===== config.mk =====
export PLATFORM = sky130hd
export DESIGN_NAME = accumulator_unit
export DESIGN_NICKNAME = d
export VERILOG_FILES = /design/src/rtl/datapath_pkg.sv /design/src/rtl/accumulator_unit.sv
export SDC_FILE = /design/constraint.sdc
export NUM_CORES = 1
export LEC_CHECK = 0
export CORE_ASPECT_RATIO = 0.8
export CORE_MARGIN = 4
export CORE_UTILIZATION = 24
export CTS_BUF_LIST = sky130_fd_sc_hd__clkbuf_4 sky130_fd_sc_hd__clkbuf_8
export CTS_CLUSTER_SIZE = 25
export DETAILED_ROUTE_END_ITERATION = 10
export MAX_ROUTING_LAYER = met4
export SYNTH_ARGS = -nofsm -noshare
export SYNTH_HDL_FRONTEND = slang
export SYNTH_SLANG_ARGS = --single-unit

===== constraint.sdc =====
create_clock -name clock -period 2.2 [get_ports clock]
set_clock_uncertainty 0.05 [all_clocks]
set_input_delay 0.33 -clock clock [delete_from_list [all_inputs] [get_ports clock]]
set_output_delay 0.33 -clock clock [all_outputs]
set_load 0.05 [all_outputs]

===== src/rtl/datapath_pkg.sv =====
// Shared datapath definitions: default width, accumulator opcodes, ALU control codes
// and the accumulator FSM state type.
package datapath_pkg;

  localparam int DP_WIDTH = 16;

  localparam logic [2:0] CMD_NOP = 3'd0;
  localparam logic [2:0] CMD_LDA = 3'd1;
  localparam logic [2:0] CMD_LDB = 3'd2;
  localparam logic [2:0] CMD_CLR = 3'd3;
  localparam logic [2:0] CMD_INC = 3'd4;
  localparam logic [2:0] CMD_SHL = 3'd5;
  localparam logic [2:0] CMD_SHR = 3'd6;

  localparam logic [1:0] ALU_ADD = 2'd1;
  localparam logic [1:0] ALU_SUB = 2'd2;

  typedef enum logic {
    ST_IDLE  = 1'b0,
    ST_SHIFT = 1'b1
  } acc_state_e;

endpackage


===== src/rtl/accumulator_unit.sv =====
// Accumulator register with load/clear/increment and multi-cycle serial shifts,
// driven by a valid/ready command interface.
//
//   state    | meaning
//   ST_IDLE  | ready for a command; single-cycle ops complete here
//   ST_SHIFT | serial shift in flight, one bit per clock, count_q bits remaining
module accumulator_unit
  import datapath_pkg::*;
#(
  parameter int WIDTH   = DP_WIDTH,
  parameter int SHAMT_W = $clog2(WIDTH)
) (
  input  logic               clock,
  input  logic               reset,
  input  logic [2:0]         cmd,
  input  logic               cmd_valid,
  output logic               cmd_ready,
  input  logic [SHAMT_W-1:0] shamt,
  input  logic [WIDTH-1:0]   alu_in,
  input  logic [WIDTH-1:0]   bus_in,
  output logic [WIDTH-1:0]   ac_out,
  output logic               zero,
  output logic               neg,
  output logic               busy,
  output logic               done
);

  acc_state_e         state_q;
  logic [WIDTH-1:0]   ac_q;
  logic [SHAMT_W-1:0] count_q;
  logic               dir_right_q;
  logic               done_q;

  logic accept;
  logic is_shift;
  logic start_shift;

  assign accept      = cmd_valid && (state_q == ST_IDLE);
  assign is_shift    = (cmd == CMD_SHL) || (cmd == CMD_SHR);
  assign start_shift = accept && is_shift && (shamt != '0);

  always_ff @(posedge clock) begin
    if (reset) begin
      state_q     <= ST_IDLE;
      ac_q        <= '0;
      count_q     <= '0;
      dir_right_q <= 1'b0;
      done_q      <= 1'b0;
    end else begin
      done_q <= 1'b0;
      case (state_q)
        ST_IDLE: begin
          if (accept) begin
            case (cmd)
              CMD_LDA: ac_q <= alu_in;
              CMD_LDB: ac_q <= bus_in;
              CMD_CLR: ac_q <= '0;
              CMD_INC: ac_q <= ac_q + WIDTH'(1);
              default: ;
            endcase
            // A non-zero shift completes later from ST_SHIFT; everything else is done now.
            if (start_shift) begin
              dir_right_q <= (cmd == CMD_SHR);
              count_q     <= shamt;
              state_q     <= ST_SHIFT;
            end else begin
              done_q <= 1'b1;
            end
          end
        end
        ST_SHIFT: begin
          ac_q    <= dir_right_q ? (ac_q >> 1) : (ac_q << 1);
          count_q <= count_q - SHAMT_W'(1);
          if (count_q == SHAMT_W'(1)) begin
            state_q <= ST_IDLE;
            done_q  <= 1'b1;
          end
        end
        default: state_q <= ST_IDLE;
      endcase
    end
  end

  assign ac_out    = ac_q;
  assign zero      = (ac_q == '0);
  assign neg       = ac_q[WIDTH-1];
  assign busy      = (state_q == ST_SHIFT);
  assign cmd_ready = (state_q == ST_IDLE);
  assign done      = done_q;

endmodule


## Word level (Yosys, flattened, before mapping)

Cells that the tools add are included.

| storage, ports and cells | value |
|---|---|
| bits in registers | 23 |
| bits of input ports | 42 |
| output and inout port bits | 21 |
| logic and storage cells | 42 |

| cells by class | value |
|---|---|
| add/sub/neg operators | 2 |
| equal/unequal tests | 10 |
| mux-type cells | 15 |
| bitwise operators | 1 |
| reductions and logical operators | 9 |

Operator list:

| kind | count |
|---|---|
| 16-bit case mux with 4 select lines | 1 |
| 16-bit 2-to-1 mux | 2 |
| 16-bit case mux with 2 select lines | 1 |
| 16-bit by 1-bit adder with 16-bit output (second input constant) | 1 |
| 16-bit zero test | 1 |
| 3-bit equality test (second input constant) | 3 |
| 4-bit 2-to-1 mux | 2 |
| 4-bit case mux with 2 select lines | 1 |
| 3-bit by 2-bit equality test with 1-bit output (second input constant) | 2 |
| 1-bit 2-to-1 mux | 6 |
| 5-bit by 1-bit inequality test with 1-bit output (second input constant) | 1 |
| 4-bit by 1-bit equality test with 1-bit output (second input constant) | 1 |
| 2-bit by 1-bit inequality test with 1-bit output (second input constant) | 2 |
| 1-bit case mux with 2 select lines | 2 |
| 2-bit AND reduction | 2 |
| 4-bit nonzero test | 1 |
| 4-bit by 1-bit subtractor with 4-bit output (second input constant) | 1 |
| 3-bit by 1-bit equality test with 1-bit output (second input constant) | 1 |
| 1-bit logical AND | 3 |
| 3-bit AND reduction | 1 |
| 1-bit logical OR | 1 |
| 1-bit inverter | 1 |

## Logic depth before layout (Yosys ltp)

Gate-level depths: netlist (run 1).

| logic depth | value |
|---|---|
| depth in word-level cells | 7 |
| mapped depth | 7 |
| depth with buffers taken out | 6 |

## Least setup slack after synthesis (run 1)

No wires, ideal clock.

| timing | value |
|---|---|
| kind | flip-flop to flip-flop |
| start | register ac_q[1] (netlist: ac_out[1]) |
| end | register ac_q[14] (netlist: ac_out[14]) |
| arrival | 1.985 ns |
| setup slack | 0.079 ns |
| stages on the path, launching flop included | 7 |
| buffers on the path | 0 |
| period minus slack after synthesis | 2.121 ns |
| cells stage by stage | dfxtp_1 > ha_1 > nand3_1 > nor4_1 > xor2_1 > o211ai_1 > a211oi_1 |

| between the ends | value |
|---|---|
| cells in the longest elaborated chain, start to end | 4 |

Ends and longest elaborated chain:

| item | line | RTL |
|---|---|---|
| from (decl) | accumulator_unit.sv:29 | `logic [WIDTH-1:0] ac_q;` |
| from (signal assigned) | accumulator_unit.sv:55 | `CMD_LDA: ac_q <= alu_in;` |
| from (signal assigned) | accumulator_unit.sv:56 | `CMD_LDB: ac_q <= bus_in;` |
| from (signal assigned) | accumulator_unit.sv:58 | `CMD_INC: ac_q <= ac_q + WIDTH'(1);` |
| 16-bit by 1-bit adder with 16-bit output | accumulator_unit.sv:58 |  |
| 16-bit case mux with 4 select lines | accumulator_unit.sv:54 | `case (cmd)` |
| 16-bit 2-to-1 mux | accumulator_unit.sv:53 | `if (accept) begin` |
| 16-bit case mux with 2 select lines | accumulator_unit.sv:51 | `case (state_q)` |

No other way between the ends. The select of a mux whose other input is x is not followed.
A chain may end at the register's enable or synchronous reset.

## Worst setup path in the final report (run 1)

| timing | value |
|---|---|
| start | register ac_q[0] (netlist: ac_out[0]) |
| end | output port zero |

| between the ends | value |
|---|---|
| cells in the longest elaborated chain, start to end | 1 |

Ends and longest elaborated chain:

| item | line | RTL |
|---|---|---|
| 16-bit zero test | accumulator_unit.sv:85 | `assign zero = (ac_q == '0);` |
| to (decl) | accumulator_unit.sv:22 | `output logic zero,` |

No other way between the ends.

==> impl_metrics.ini, run 1 <==
[outcome]
status = complete, no violations

[place]
dp_hpwl_um = 5185
io_buffers = 62
place_inst = 449
gp_congestion = 0.8879

[cts]
hold_buffers = 0
cts_tree = done
cts_max_level = 1
cts.clk_slew.worst_paths_ns = 0.09
cts.repair.resized = 1
clock-sinks = 23
clockBufferDepth = 2
cts_buffers = 3
cts-root-buf = clkbuf_8
post_cts_buffers = 0
clock_latency_ns = 0.27

[yosys]
synthDistinctLibCells = 48
syn_nets = 326
synth_area_per_cell_sq_um = 7.190
synth_edf_count = 0
synth_ff_type = dfxtp_1
yosysTopAreaCell = dfxtp_1
synth_area_leaders = dfxtp_1 (23%), a21oi_1 (7.7%), o21ai_0 (6.7%)
yosys_register_bits = 23
synthCells = 280
synth_top_area_share_pct = 22.87
synthArstFlopShare_pct = 0
yosysSeqAreaShare_pct = 22.87
netlist_area_sq_mm = 0.002013
synth_warnings = 0

[sta]
max_freq_mhz = 478.8
hold_ws_ns = 0.4575
slew_headroom_pct = 65.90
grt_setup_unrepaired = no
layout_min_cycle_time_ns = 2.088
tns_ns = 0
setup_violations = 0
slew_violations = 0
worstMarginPinSlew_ns = 0.5100
hold_viol = 0
timing.final.crit_share_pct = 94.93

[global_routing]
grt_pass1_vias = 2080
antenna_found_initial = 0
grt-ovfl-total = 0
grt_usage_pct = 13.97
grt_pass1_wl_um = 11030
grt_max_degree = 24

[critical_path]
r2r_setup_slack_ns = 0.22
cp-end-kind = output pin
cp_slowest_cell = dfxtp_1
cp_num_buf_inv = 3
critical_path_required_ns = 1.82
critPathLaunchType = flip-flop
cpPeakStageDelay_ns = 0.34
worstSetupPathType = reg -> out
cp_max_fo = 6
critPathTopFamily = simple AND/OR/NAND/NOR gates
path_cells = buf_4, inv_1, ha_1, nor4b_2, and4_1, buf_12
arrival_ns = 1.71

[finish]
final_cell_mix = clkdlybuf4s50_1 (57), a21oi_1 (31), buf_4 (29), nand2_1 (28), o21ai_0 (27)
mostFrequentLayoutCell = clkdlybuf4s50_1
stdcell_count = 453
area_growth_pct = 44.31
layout.nets = 392
drive_gt1_share_pct = 15.07
antenna_cells = 0

[power_and_ir_drop]
p_leak_nw = 1.094
peakVddDrop_v = 0.0002169
power.density_mw_per_mm2 = 524.4

[route]
viasPerCell = 4.976
drt_iter0_markers = 215
route.antenna.remaining_nets = 0
wl_per_cell_um = 14.94
wl_um = 6766
dr.pass1.iters = 4
drc = 0
vias = 2254

[floorplan]
rows = 29
die_h_um = 89.92
ioPinCount = 63
core_area_sq_mm = 0.008055
die_w_um = 110.4
dieArea_sq_mm = 0.009927
floorplan.initialDensity_pct = 24.99

[worst_hold_path]
min_path_type = reg -> reg

[flow_run]
max_cap_violations = 0
[Yosys cell counts, types with 2 or more instances]
| library cell | count |
|---|---|
| a211oi_1 | 9 |
| a21oi_1 | 31 |
| a221oi_1 | 2 |
| a2bb2oi_1 | 6 |
| a31oi_1 | 5 |
| and4_1 | 2 |
| buf_2 | 9 |
| clkbuf_1 | 14 |
| clkbuf_2 | 2 |
| dfxtp_1 | 23 |
| ha_1 | 4 |
| inv_1 | 11 |
| mux2_2 | 5 |
| mux2i_1 | 5 |
| nand2_1 | 28 |
| nand2b_1 | 3 |
| nand3_1 | 8 |
| nand4_1 | 2 |
| nor2_1 | 21 |
| nor2b_1 | 3 |
| nor3_1 | 8 |
| nor4_1 | 3 |
| o211ai_1 | 11 |
| o21ai_0 | 27 |
| o221a_2 | 2 |
| o22ai_1 | 2 |
| or3_1 | 2 |
| xnor2_1 | 2 |
| xor2_1 | 11 |
[registers in the layout, indices dropped and copies added (netlist names)]
name / count
ac_out: 16
count_q: 4
busy: 1
dir_right_q: 1
done: 1
[area by class of cell]
type / count / area (sq um)
fill: 857 / 5150
clock buffer: 4 / 48.80
sequential: 23 / 460.4
timing repair buffer: 88 / 828.3
multi-input combinational: 219 / 1391
inverter: 11 / 41.29
tap: 108 / 135.1
[path summary, 6_finish.rpt]
check	start	to	cells past startpoint
setup reg to reg	ac_out[1]	ac_out[14]	6
hold reg to reg	count_q[3]	count_q[3]	2
setup / recovery	ac_out[0]	zero	6
hold / removal	count_q[3]	count_q[3]	2
[cell families after synthesis]
group	Yosys count	share of synthesized area [%]
buf+inv	38	8.328
mux	10	5.283
xor+xnor	13	5.656
simple gates	90	22.75
fa+ha+maj	4	2.486
compound gates	102	32.63
flops	23	22.87
[worst register-to-register path, delay by kind of cell (launching register included)]
kind / cells / cell delay, ns
compound gates: 2 / 0.34
simple gates: 2 / 0.58
xor+xnor: 1 / 0.18
flops: 1 / 0.50
fa+ha+maj: 1 / 0.27
[routing by layer]
metal / vias up / global-route usage (%) / routed length, um
li1: 1149 / - / -
met1: 1010 / 21.65 / 3425
met2: 84 / 18.99 / 2782
met3: 11 / 1.433 / 452
met4: 0 / 3.590 / 106
met5: - / - / 0
[where the power goes]
group	leakage, nW	internal [mW]	switching (mW)
clock network	0.0262	0.142	0.148
registers	0.190	0.461	0.0847
logic	0.878	0.307	0.380
total	1.09	0.910	0.614
[per-stage QoR]
stage	utilization, %	cell area, sq um	setup WS [ns]	power, mW
2_1_floorplan	-	2013	0.07939	0.9623
3_3_place_gp	35.38	2850	0.03557	1.235
3_5_place_dp	35.38	2850	0.03807	1.237
4_1_cts	36.07	2905	0.1161	1.532
5_1_grt	36.07	2905	0.03468	1.616
6_report	36.07	2905	0.1116	1.524
Note: power is estimated with default switching activity, not from simulation.
==> run 2, diff against run 1 <==
- CORE_MARGIN: 4 -> 3
==> impl_metrics.ini, run 2 (same netlist as run 1, synthesis figures left out) <==
[outcome]
status = complete, no violations

[route]
drt_iter0_markers = 198
wl_per_cell_um = 14.84
dr.pass1.iters = 4
drc = 0
route.antenna.remaining_nets = 0
viasPerCell = 4.903
vias = 2231
wl_um = 6752

[critical_path]
startpoint = ac_out[0]
cpPeakStageDelay_ns = 0.37
worst_r2r_endpoint = ac_out[13]
cp_max_fo = 5
cp-end-kind = output pin
critPathTopFamily = simple AND/OR/NAND/NOR gates
rr_startpoint = ac_out[3]
critical_path_required_ns = 1.82
r2r_cells = 5
cp_slowest_cell = dfxtp_1
critPathLaunchType = flip-flop
r2r_setup_slack_ns = 0.24
cp_num_buf_inv = 3
worstSetupPathType = reg -> out
arrival_ns = 1.71
path_cells = buf_4, inv_1, ha_1, nor4b_2, and4_1, buf_12

[worst_hold_path]
min_from = count_q[3]
min_path_type = reg -> reg
hold-path-endpoint = count_q[3]
whs_path_depth = 2

[place]
place_inst = 451
gp_congestion = 0.8937
dp_hpwl_um = 5155
post-place-ws_ns = 0.01808
io_buffers = 62
post_dp_cell_area_sq_mm = 0.002865

[sta]
setup_ws_ns = 0.1139
timing.final.crit_share_pct = 94.82
worstMarginPinSlew_ns = 0.5681
layout_min_cycle_time_ns = 2.086
hold_viol = 0
slew_violations = 0
setup_violations = 0
slew_headroom_pct = 62.07
max_freq_mhz = 479.4
grt_setup_unrepaired = no
hold_ws_ns = 0.4597
tns_ns = 0

[power_and_ir_drop]
internal-power_uw = 899.4
finalPower_mw = 1.522
p_leak_nw = 1.100
peakVddDrop_v = 0.0002590
p_clk_share_pct = 18.8
power.switching_uw = 622.7
power.density_mw_per_mm2 = 521.2
combPwrFrac_pct = 45.3
p_sw_share_pct = 40.91
seq_power_share_pct = 36.0

[floorplan]
rows = 29
dieArea_sq_mm = 0.009530
floorplan.initialDensity_pct = 24.99
die_w_um = 108.4
die_h_um = 87.92
ioPinCount = 63
core_area_sq_mm = 0.008055

[finish]
largest_register_ffs = 16
antenna_cells = 0
multi_input_comb_area_sq_mm = 0.001391
layout.nets = 394
final_area_sq_mm = 0.002920
fill_cells = 859
final_cell_mix = clkdlybuf4s50_1 (57), a21oi_1 (31), buf_4 (31), nand2_1 (28), o21ai_0 (27)
seqCellArea_sq_um = 460.4
mostFrequentLayoutCell = clkdlybuf4s50_1
stdcell_count = 455
area_growth_pct = 45.06
drive_gt1_share_pct = 15.56
utilization_pct = 36.25

[global_routing]
grtUsageMet1_pct = 21.67
grt_pass1_wl_um = 11100
met2_usage_pct = 22.46
grt-ovfl-total = 0
top_usage_layer = met2
gr-usage-met3_pct = 1.326
grt_usage_pct = 14.86
antenna_found_initial = 0
grt_pass1_vias = 2158
grt_max_degree = 17

[cts]
cts.repair.resized = 1
hold_buffers = 0
clock-sinks = 23
cts_buffers = 3
cts_max_level = 1
cts-root-buf = clkbuf_8
post_cts_buffers = 0
cts.clk_slew.worst_paths_ns = 0.10
clockBufferDepth = 2
clock_latency_ns = 0.28
cts_tree = done

[flow_run]
max_cap_violations = 0
[run 2: power groups by stage]
stage	clock (mW)	combinational, mW	sequential, mW
final	0.285	0.689	0.548
after global routing	0.316	0.751	0.560
after CTS	0.297	0.691	0.548
after detailed placement	0	0.685	0.556
after global placement	0	0.683	0.555
after floorplan	0	0.324	0.639
[run 2: worst max-delay path by stage]
stage                  to  depth (start not counted)
4_1_cts              zero                          6
5_1_grt        ac_out[13]                          5
2_1_floorplan  ac_out[14]                          6
3_3_place_gp    ac_out[0]                          7
6_report             zero                          6
3_5_place_dp    ac_out[3]                          7
[run 2: area by class of cell]
class                   count  share of cell area, %
well taps                 108                  4.627
clock buffers               3                  1.414
clock inverters             1                 0.2571
repair buffers             90                  28.88
multi-input cells         219                  47.64
inverters                  11                  1.414
flip-flops and latches     23                  15.77
[run 2: per-layer routing]
layer  wire [um]  up-vias  part of all wire (%)
li1            -     1144                     -
met1        3391     1011                    50
met2        2936       72                    43
met3         385        4                   5.7
met4          40        0                  0.59
met5           0        -                     0
[run 2: worst min-delay path, delay by kind of cell, from the launching register on]
kind | cells | cell delay, ns
AOI/OAI and AO/OA | 1 | 0.05
DFF | 1 | 0.34
and+or+nand+nor | 1 | 0.07
